File: src/rtl/alu_pkg.sv
// Shared types, frame constants and checksum helpers for the serial ALU core.
package alu_pkg;

  typedef enum logic [2:0] {
    OP_AND = 3'b000,
    OP_OR  = 3'b001,
    OP_ADD = 3'b100,
    OP_SUB = 3'b101
  } operation_t;

  localparam logic DATA_TYPE = 1'b0;
  localparam logic CMD_TYPE  = 1'b1;

  // Bit positions inside the 3-bit error vector {data, crc, op}
  localparam int ERR_DATA_BIT = 2;
  localparam int ERR_CRC_BIT  = 1;
  localparam int ERR_OP_BIT   = 0;

  // Receiver samples type + 8 payload bits before the stop bit
  localparam logic [3:0] RX_BITS_BEFORE_STOP = 4'd9;
  // Serializer drives type + 8 payload + stop after the start bit
  localparam logic [3:0] TX_BITS_AFTER_START = 4'd10;

  localparam logic [3:0] DATA_FRAMES  = 4'd8;
  localparam logic [3:0] DATA_CNT_MAX = 4'd9;
  // Index of the trailing CMD frame in a normal response
  localparam logic [2:0] RSP_LAST_IDX = 3'd4;

  // x^4+x+1, init 0, MSB of the vector first
  function automatic logic [3:0] crc4_generate(input logic [67:0] i_data);
    logic [3:0] crc;
    logic       fb;
    crc = '0;
    for (int i = 67; i >= 0; i--) begin
      fb  = crc[3] ^ i_data[i];
      crc = {crc[2:0], 1'b0} ^ (fb ? 4'b0011 : 4'b0000);
    end
    return crc;
  endfunction

  // x^3+x+1, init 0, MSB of the vector first
  function automatic logic [2:0] crc3_generate(input logic [36:0] i_data);
    logic [2:0] crc;
    logic       fb;
    crc = '0;
    for (int i = 36; i >= 0; i--) begin
      fb  = crc[2] ^ i_data[i];
      crc = {crc[1:0], 1'b0} ^ (fb ? 3'b011 : 3'b000);
    end
    return crc;
  endfunction

endpackage

File: src/rtl/alu_serial_tx.sv
// Frame serializer: start 0, type, 8 payload bits MSB first, stop 1.
// o_done is high while the stop bit is on the line so a load in that cycle
// puts the next start bit directly behind it.
module alu_serial_tx (
  input  logic       i_clk,
  input  logic       i_rst,
  input  logic       i_load,
  input  logic       i_type,
  input  logic [7:0] i_byte,
  output logic       o_sout,
  output logic       o_done
);
  import alu_pkg::*;

  logic [9:0] r_shift;
  logic [3:0] r_bits;
  logic       r_active;
  logic       r_sout;

  // Shift out one bit per clock; line rests high when nothing is loaded
  always_ff @(posedge i_clk) begin
    if (i_rst) begin
      r_shift  <= '1;
      r_bits   <= '0;
      r_active <= 1'b0;
      r_sout   <= 1'b1;
    end else if (i_load) begin
      r_sout   <= 1'b0;
      r_shift  <= {i_type, i_byte, 1'b1};
      r_bits   <= TX_BITS_AFTER_START;
      r_active <= 1'b1;
    end else if (r_bits != 4'd0) begin
      r_sout   <= r_shift[9];
      r_shift  <= {r_shift[8:0], 1'b1};
      r_bits   <= r_bits - 4'd1;
    end else begin
      r_active <= 1'b0;
      r_sout   <= 1'b1;
    end
  end

  assign o_sout = r_sout;
  assign o_done = r_active && (r_bits == 4'd0);

endmodule

File: src/rtl/alu_serial_core.sv
// Serial ALU: collects 8 DATA operand frames and a CMD frame, validates,
// computes C = f(B, A) and answers with a serial response frame sequence.
//
//   state   | meaning
//   COLLECT | receiver armed, DATA bytes buffered, waits for CMD frame
//   CHECK   | latch error flags (DATA > CRC > OP)
//   CALC    | latch response checksum; may start TX if the gap has elapsed
//   GAP     | wait out the remaining response gap
//   TX      | drive response frames back-to-back
//
// The gap counter starts at the CMD stop bit, so RSP_GAP must be >= 2 to
// leave room for CHECK and CALC. CALC goes straight to TX when the gap
// already expired during it (always the case for RSP_GAP = 2).
module alu_serial_core #(
  parameter int unsigned RSP_GAP = 2
) (
  input  logic clk,
  input  logic rst,
  input  logic sin,
  output logic sout
);
  import alu_pkg::*;

  localparam int GAP_W = (RSP_GAP > 1) ? $clog2(RSP_GAP) : 1;

  typedef enum logic [2:0] {ST_COLLECT, ST_CHECK, ST_CALC, ST_GAP, ST_TX} ctrl_state_t;
  typedef enum logic [1:0] {RX_IDLE, RX_BITS, RX_WAIT_HIGH} rx_state_t;

  ctrl_state_t r_state;
  rx_state_t   r_rx_state;
  logic [3:0]  r_rx_cnt;
  logic [8:0]  r_rx_sr;

  logic [63:0]      r_buf;
  logic [3:0]       r_dcnt;
  logic [31:0]      r_b;
  logic [31:0]      r_a;
  logic [2:0]       r_op;
  logic [3:0]       r_crc_rx;
  logic [3:0]       r_snap_cnt;
  logic [2:0]       r_err;
  logic [2:0]       r_crc3;
  logic [GAP_W-1:0] r_gap_cnt;
  logic [2:0]       r_tx_idx;

  logic        w_rx_done;
  logic        w_rx_type;
  logic [7:0]  w_rx_byte;
  logic [31:0] w_c;
  logic        w_carry;
  logic        w_ovf;
  logic        w_op_ok;
  logic [3:0]  w_flags;
  logic [3:0]  w_crc4;
  logic [2:0]  w_crc3;
  logic [2:0]  w_err_next;
  logic [2:0]  w_err_bits;
  logic [6:0]  w_err_head;
  logic [7:0]  w_err_payload;
  logic        w_gap_done;
  logic        w_tx_start;
  logic        w_tx_last;
  logic        w_tx_done;
  logic        w_tx_load;
  logic [2:0]  w_load_idx;
  logic        w_tx_type;
  logic [7:0]  w_tx_byte;

  assign w_rx_done = (r_rx_state == RX_BITS) && (r_rx_cnt == 4'd0) && sin;
  assign w_rx_type = r_rx_sr[8];
  assign w_rx_byte = r_rx_sr[7:0];

  // Frame receiver; held idle outside COLLECT so traffic during a response is dropped
  always_ff @(posedge clk) begin
    if (rst || (r_state != ST_COLLECT)) begin
      r_rx_state <= RX_IDLE;
      r_rx_cnt   <= '0;
      r_rx_sr    <= '0;
    end else begin
      case (r_rx_state)
        RX_IDLE: begin
          if (!sin) begin
            r_rx_state <= RX_BITS;
            r_rx_cnt   <= RX_BITS_BEFORE_STOP;
          end
        end
        RX_BITS: begin
          if (r_rx_cnt != 4'd0) begin
            r_rx_sr  <= {r_rx_sr[7:0], sin};
            r_rx_cnt <= r_rx_cnt - 4'd1;
          end else begin
            r_rx_state <= sin ? RX_IDLE : RX_WAIT_HIGH;
          end
        end
        RX_WAIT_HIGH: begin
          if (sin) r_rx_state <= RX_IDLE;
        end
        default: r_rx_state <= RX_IDLE;
      endcase
    end
  end

  // ALU on the operands captured at CMD completion; they stay put until the next CMD
  always_comb begin
    w_c     = '0;
    w_carry = 1'b0;
    w_ovf   = 1'b0;
    w_op_ok = 1'b1;
    case (r_op)
      OP_AND: w_c = r_b & r_a;
      OP_OR:  w_c = r_b | r_a;
      OP_ADD: begin
        {w_carry, w_c} = {1'b0, r_b} + {1'b0, r_a};
        w_ovf = (r_b[31] == r_a[31]) && (w_c[31] != r_b[31]);
      end
      OP_SUB: begin
        w_c     = r_b - r_a;
        w_carry = (r_b < r_a);
        w_ovf   = (r_b[31] != r_a[31]) && (w_c[31] != r_b[31]);
      end
      default: w_op_ok = 1'b0;
    endcase
  end

  assign w_flags = {w_carry, w_ovf, (w_c == 32'd0), w_c[31]};
  assign w_crc4  = crc4_generate({r_b, r_a, 1'b1, r_op});
  assign w_crc3  = crc3_generate({w_c, 1'b0, w_flags});

  // Only the highest-priority error is reported
  always_comb begin
    w_err_next = '0;
    if (r_snap_cnt != DATA_FRAMES)  w_err_next[ERR_DATA_BIT] = 1'b1;
    else if (w_crc4 != r_crc_rx)    w_err_next[ERR_CRC_BIT]  = 1'b1;
    else if (!w_op_ok)              w_err_next[ERR_OP_BIT]   = 1'b1;
  end

  assign w_err_bits    = {r_err[ERR_DATA_BIT], r_err[ERR_CRC_BIT], r_err[ERR_OP_BIT]};
  assign w_err_head    = {1'b1, w_err_bits, w_err_bits};
  assign w_err_payload = {w_err_head, ^w_err_head};

  assign w_gap_done = (r_gap_cnt == '0);
  assign w_tx_start = ((r_state == ST_CALC) || (r_state == ST_GAP)) && w_gap_done;
  assign w_tx_last  = (|r_err) || (r_tx_idx == RSP_LAST_IDX);
  assign w_tx_load  = w_tx_start || ((r_state == ST_TX) && w_tx_done && !w_tx_last);
  assign w_load_idx = w_tx_start ? 3'd0 : (r_tx_idx + 3'd1);

  // Select the frame to hand the serializer on each load
  always_comb begin
    w_tx_type = DATA_TYPE;
    w_tx_byte = '0;
    if (|r_err) begin
      w_tx_type = CMD_TYPE;
      w_tx_byte = w_err_payload;
    end else if (w_load_idx == RSP_LAST_IDX) begin
      w_tx_type = CMD_TYPE;
      w_tx_byte = {1'b0, w_flags, r_crc3};
    end else begin
      case (w_load_idx)
        3'd0:    w_tx_byte = w_c[31:24];
        3'd1:    w_tx_byte = w_c[23:16];
        3'd2:    w_tx_byte = w_c[15:8];
        default: w_tx_byte = w_c[7:0];
      endcase
    end
  end

  // Control FSM: operand collection, checking, gap timing and response sequencing
  always_ff @(posedge clk) begin
    if (rst) begin
      r_state    <= ST_COLLECT;
      r_buf      <= '0;
      r_dcnt     <= '0;
      r_b        <= '0;
      r_a        <= '0;
      r_op       <= '0;
      r_crc_rx   <= '0;
      r_snap_cnt <= '0;
      r_err      <= '0;
      r_crc3     <= '0;
      r_gap_cnt  <= '0;
      r_tx_idx   <= '0;
    end else begin
      if ((r_state != ST_COLLECT) && (r_state != ST_TX) && !w_gap_done)
        r_gap_cnt <= r_gap_cnt - GAP_W'(1);
      case (r_state)
        ST_COLLECT: begin
          if (w_rx_done) begin
            if (w_rx_type == DATA_TYPE) begin
              if (r_dcnt < DATA_FRAMES) r_buf <= {r_buf[55:0], w_rx_byte};
              if (r_dcnt != DATA_CNT_MAX) r_dcnt <= r_dcnt + 4'd1;
            end else begin
              r_b        <= r_buf[63:32];
              r_a        <= r_buf[31:0];
              r_op       <= w_rx_byte[6:4];
              r_crc_rx   <= w_rx_byte[3:0];
              r_snap_cnt <= r_dcnt;
              r_buf      <= '0;
              r_dcnt     <= '0;
              r_gap_cnt  <= GAP_W'(RSP_GAP - 1);
              r_state    <= ST_CHECK;
            end
          end
        end
        ST_CHECK: begin
          r_err   <= w_err_next;
          r_state <= (|w_err_next) ? ST_GAP : ST_CALC;
        end
        ST_CALC: begin
          r_crc3 <= w_crc3;
          if (w_gap_done) begin
            r_tx_idx <= '0;
            r_state  <= ST_TX;
          end else begin
            r_state  <= ST_GAP;
          end
        end
        ST_GAP: begin
          if (w_gap_done) begin
            r_tx_idx <= '0;
            r_state  <= ST_TX;
          end
        end
        ST_TX: begin
          if (w_tx_done) begin
            if (w_tx_last) r_state  <= ST_COLLECT;
            else           r_tx_idx <= r_tx_idx + 3'd1;
          end
        end
        default: r_state <= ST_COLLECT;
      endcase
    end
  end

  alu_serial_tx u_tx (
    .i_clk  (clk),
    .i_rst  (rst),
    .i_load (w_tx_load),
    .i_type (w_tx_type),
    .i_byte (w_tx_byte),
    .o_sout (sout),
    .o_done (w_tx_done)
  );

endmodule
File: config.mk
export PLATFORM = sky130hd
export DESIGN_NAME = alu_serial_core
export DESIGN_NICKNAME = d
export VERILOG_FILES = /design/src/rtl/alu_pkg.sv /design/src/rtl/alu_serial_tx.sv /design/src/rtl/alu_serial_core.sv
export SDC_FILE = /design/constraint.sdc
export NUM_CORES = 1
export LEC_CHECK = 0
export BUFFER_PORTS_ARGS = -buffer_cell sky130_fd_sc_hd__buf_4
export CELL_PAD_IN_SITES_DETAIL_PLACEMENT = 1
export CELL_PAD_IN_SITES_GLOBAL_PLACEMENT = 1
export CORE_AREA = 5 5 206 208
export DETAILED_ROUTE_END_ITERATION = 12
export DIE_AREA = 0 0 211 213
export HOLD_SLACK_MARGIN = 0.1
export MAX_ROUTING_LAYER = met4
export PLACE_DENSITY_LB_ADDON = 0.1
export REMOVE_ABC_BUFFERS = 1
export SYNTH_ARGS = -nofsm -noshare
export SYNTH_HDL_FRONTEND = slang
export SYNTH_SLANG_ARGS = --single-unit
File: constraint.sdc
create_clock -name clk -period 5.1 [get_ports clk]
set_clock_uncertainty 0.15 [all_clocks]
set_input_delay 0.765 -clock clk [delete_from_list [all_inputs] [get_ports clk]]
set_output_delay 0.765 -clock clk [all_outputs]
set_load 0.01 [all_outputs]
==> run summary <==
==================================================================================================
Count of input and output buffers                                                                3
Post-layout utilization of the core                                                         0.4379
Bufs on Longest Clock Path                                                                       2
Area of the core                                                                      0.04037 sq mm
Gr usage total                                                                              0.2664
Proportion of synthesized flip-flops having asynchronous set or reset                            0
Synth Area in Simple Gates                                                                  0.2107
Slew Viols, Final                                                                                0
Number of remaining DRC errors                                                                   0
Diodes inserted                                                                                  0
Antenna violations before repair                                                                 0
Critical path required time                                                                5370 ps
Drt pass-1 iters                                                                                 5
First-pass GRT wire length                                                                88.78 mm
Cell row count                                                                                  74
Count of flip-flops with a built-in enable after synthesis                                       0
Multi-input combinational cell area                                                   0.009699 sq mm
Setup repair after global routing missed its margin                                           true
Dominant cell type by count on the critical path                                      sky130_fd_sc_hd__a21oi_2
Number of max-cap violations                                                                     0
Pin count of the biggest net entering global routing                                           114
Status                                                                                finished with violations
Number of DRC markers in iteration 0                                                           877
Setup crit start                                                                           r_a[23]
Compound-cell area share of the yosys netlist                                               0.2384
Final Setup Violations                                                                           2
Post-route clock period utilization                                                          1.035
Antenna violation net count after detailed routing                                               0
Maximum fanout count along the critical path                                                     4
Fillers                                                                                       5047
Seq cells post-synth                                                                           186
Most common library cell in the layout ignoring fill and taps                         sky130_fd_sc_hd__buf_4
Worst min-delay path category                                                         register to register
Critical Path Sink Type                                                                   register
Layout Area Growth over Synthesis                                                           27.06%
Chip height                                                                                 213 um
Final Hold Fails                                                                                 0
Average detailed-routed wire length per instance                                          21.97 um
Crit path setup slack, layout                                                            -180.9 ps
Chip width                                                                                  211 um
Via-to-Cell Ratio                                                                            5.358
Cell leakage power                                                                        6.774 nW
Post-Syn Instances                                                                            1885
Gpl congestion                                                                              0.9519
Violated checks                                                                       setup timing
Pwr per Cell Area                                                                     167.9 mW/mm^2
Clock transition time at the flip-flop clock pins of the worst setup and hold paths          80 ps
Share of the yosys chip area belonging to registers                                         0.2676
Slew HR                                                                                     0.3411
Critical path arrival                                                                      5550 ps
Number of distinct library cell variants in the gate-level netlist after synthesis              93
Highest clock rate                                                                       189.4 MHz
Largest family of logic cells by synthesized area                                     compound AO/OA/AOI/OAI gates
Hold Worst Slack                                                                          304.7 ps
Clock insertion delay at the later pin of the skew report                                   490 ps
Nature of the critical path startpoint                                                    register
H-tree depth reported by CTS                                                                     4
Via count of the first global-routing pass                                                   14562
Family of cells with the greatest summed delay on the critical path                   compound AO/OA/AOI/OAI gates
FF/Latch Area                                                                         0.003742 sq mm
Net count of the finished layout                                                              2222
Post-synthesis share of cell area spent on xor and xnor gates                               0.1133
Initial Utilization                                                                         0.3447
Minimum clock period after layout                                                          5281 ps
Count of synthesis-stage warnings from yosys                                                     0
Number of buffers created by CTS                                                                17
Total gr overflow                                                                                0
CP Buf/Inv Count                                                                                 3
Detailed Route WL                                                                         58.41 mm
Crit Path Class                                                                       register to register
Post-Syn Area per Cell                                                                 7.381 sq um
HPWL after detailed placement                                                             46.07 mm
Hold Startpoint                                                                          r_buf[61]
Most frequent cells in the layout                                                     326 x sky130_fd_sc_hd__buf_4, 312 x sky130_fd_sc_hd__nand2_1, 250 x sky130_fd_sc_hd__a21oi_1
DIE AREA                                                                              0.04494 sq mm
Total number of clock tree sinks                                                               186
Largest incremental delay on the critical path                                              400 ps
Boundary Pins                                                                                    4
Slowest cell on the critical path                                                     sky130_fd_sc_hd__o31ai_2
Worst ir drop on vdd                                                                   0.0002874 V
Via count                                                                                    14247
Synthesized area                                                                      0.01391 sq mm
Setup slack on the worst flop-to-flop path                                                 -180 ps
Primary FF master, synth                                                              sky130_fd_sc_hd__dfxtp_1
Share of synthesized area spent on multiplexers                                           0.007194
CTS tree                                                                                      done
CTS Root Buffer Type                                                                  sky130_fd_sc_hd__clkbuf_16
Minimum setup slack after placement                                                      -798.0 ps
Share of layout cells above drive strength 1                                                0.2346
R2r startpoint                                                                             r_a[23]
Transition time at the pin with the least slew margin                                     984.7 ps
Fraction of the mapped netlist area in adder cells                                         0.09550
==================================================================================================
[path summary, 6_finish.rpt]
kind	depth (start not counted)	to
worst min register to register	2	r_b[29]
worst min-delay path	2	r_b[29]
worst max-delay path	25	r_crc3[2]
worst max register to register	25	r_crc3[2]
[worst min-delay path: cells and delay by family (launching register included)]
kind / cells / cell delay [ps]
flip-flops: 1 / 310
AND/OR/NAND/NOR: 1 / 60
AO/OA/AOI/OAI: 1 / 50
[stage by stage]
stage	TNS [ps]	cells	power, mW	cell area [sq um]
finish	-327.3	2659	2.968	17680
global route	-1272	2659	3.071	17680
CTS	-128.6	2656	3.004	17470
detailed placement	-2034	2608	1.587	16480
global placement	-1010	2608	1.586	16480
floorplan	-651.6	1764	1.538	13420
[cell type report]
class | count | share of cell area
multi-input cells | 1461 | 0.5487
flip-flops and latches | 186 | 0.2117
repair buffers | 331 | 0.1431
well taps | 532 | 0.03765
inverters | 117 | 0.02484
clock buffers | 17 | 0.02406
clock inverters | 15 | 0.009979
[power by group]
group | switching, mW | leakage (nW) | internal, mW
Sequential | 0.00634 | 1.51 | 1.46
Clock | 0.714 | 0.291 | 0.702
Combinational | 0.0701 | 4.98 | 0.0189
Total | 0.790 | 6.77 | 2.18
[cells in the mapped netlist (16+ instances only)]
library cell	instances	area, sq um
sky130_fd_sc_hd__or3_1	16	100.1
sky130_fd_sc_hd__buf_2	18	90.09
sky130_fd_sc_hd__inv_1	114	427.9
sky130_fd_sc_hd__nor2_1	101	379.1
sky130_fd_sc_hd__o21ai_0	66	330.3
sky130_fd_sc_hd__a31oi_1	18	112.6
sky130_fd_sc_hd__clkbuf_1	90	337.8
sky130_fd_sc_hd__ha_1	103	1289
sky130_fd_sc_hd__a21oi_1	260	1301
sky130_fd_sc_hd__xor2_1	32	280.3
sky130_fd_sc_hd__dfxtp_1	186	3724
sky130_fd_sc_hd__nand3_1	88	440.4
sky130_fd_sc_hd__xnor2_1	126	1104
sky130_fd_sc_hd__nand2_1	315	1182
sky130_fd_sc_hd__a211oi_1	27	202.7
sky130_fd_sc_hd__nor3_1	43	215.2
[state kept, by name (all words and copies together), names as in the netlist, 9 cells and up]
register      count
r_b              32
u_tx.r_shift      9
r_rx_sr           9
r_buf            64
r_a              32
[kinds of logic (layout without fill, tap and decap cells)]
| group | Yosys count | count (layout) |
|---|---|---|
| adder cells (fa/ha/maj) | 105 | 105 |
| multiplexers | 10 | 10 |
| AO/OA/AOI/OAI | 525 | 525 |
| XOR/XNOR | 167 | 167 |
| flip-flops | 186 | 186 |
| buffers and inverters | 238 | 480 |
| AND/OR/NAND/NOR | 654 | 654 |
[per-layer routing]
layer | vias to the layer above | wire (um) | track usage
li1 | 6976 | - | -
met1 | 6944 | 27490 | 0.3498
met2 | 252 | 26740 | 0.4172
met3 | 75 | 2453 | 0.04805
met4 | 0 | 1718 | 0.08764
met5 | - | 0 | -
[repair_timing]
item,CTS,global route
resized for setup,61,46
hold buffers,0,0
buffers inserted,16,3
endpoints found under the setup margin,4,4
pin swaps,34,20
No activity file was read; power rests on OpenSTA's default activity.
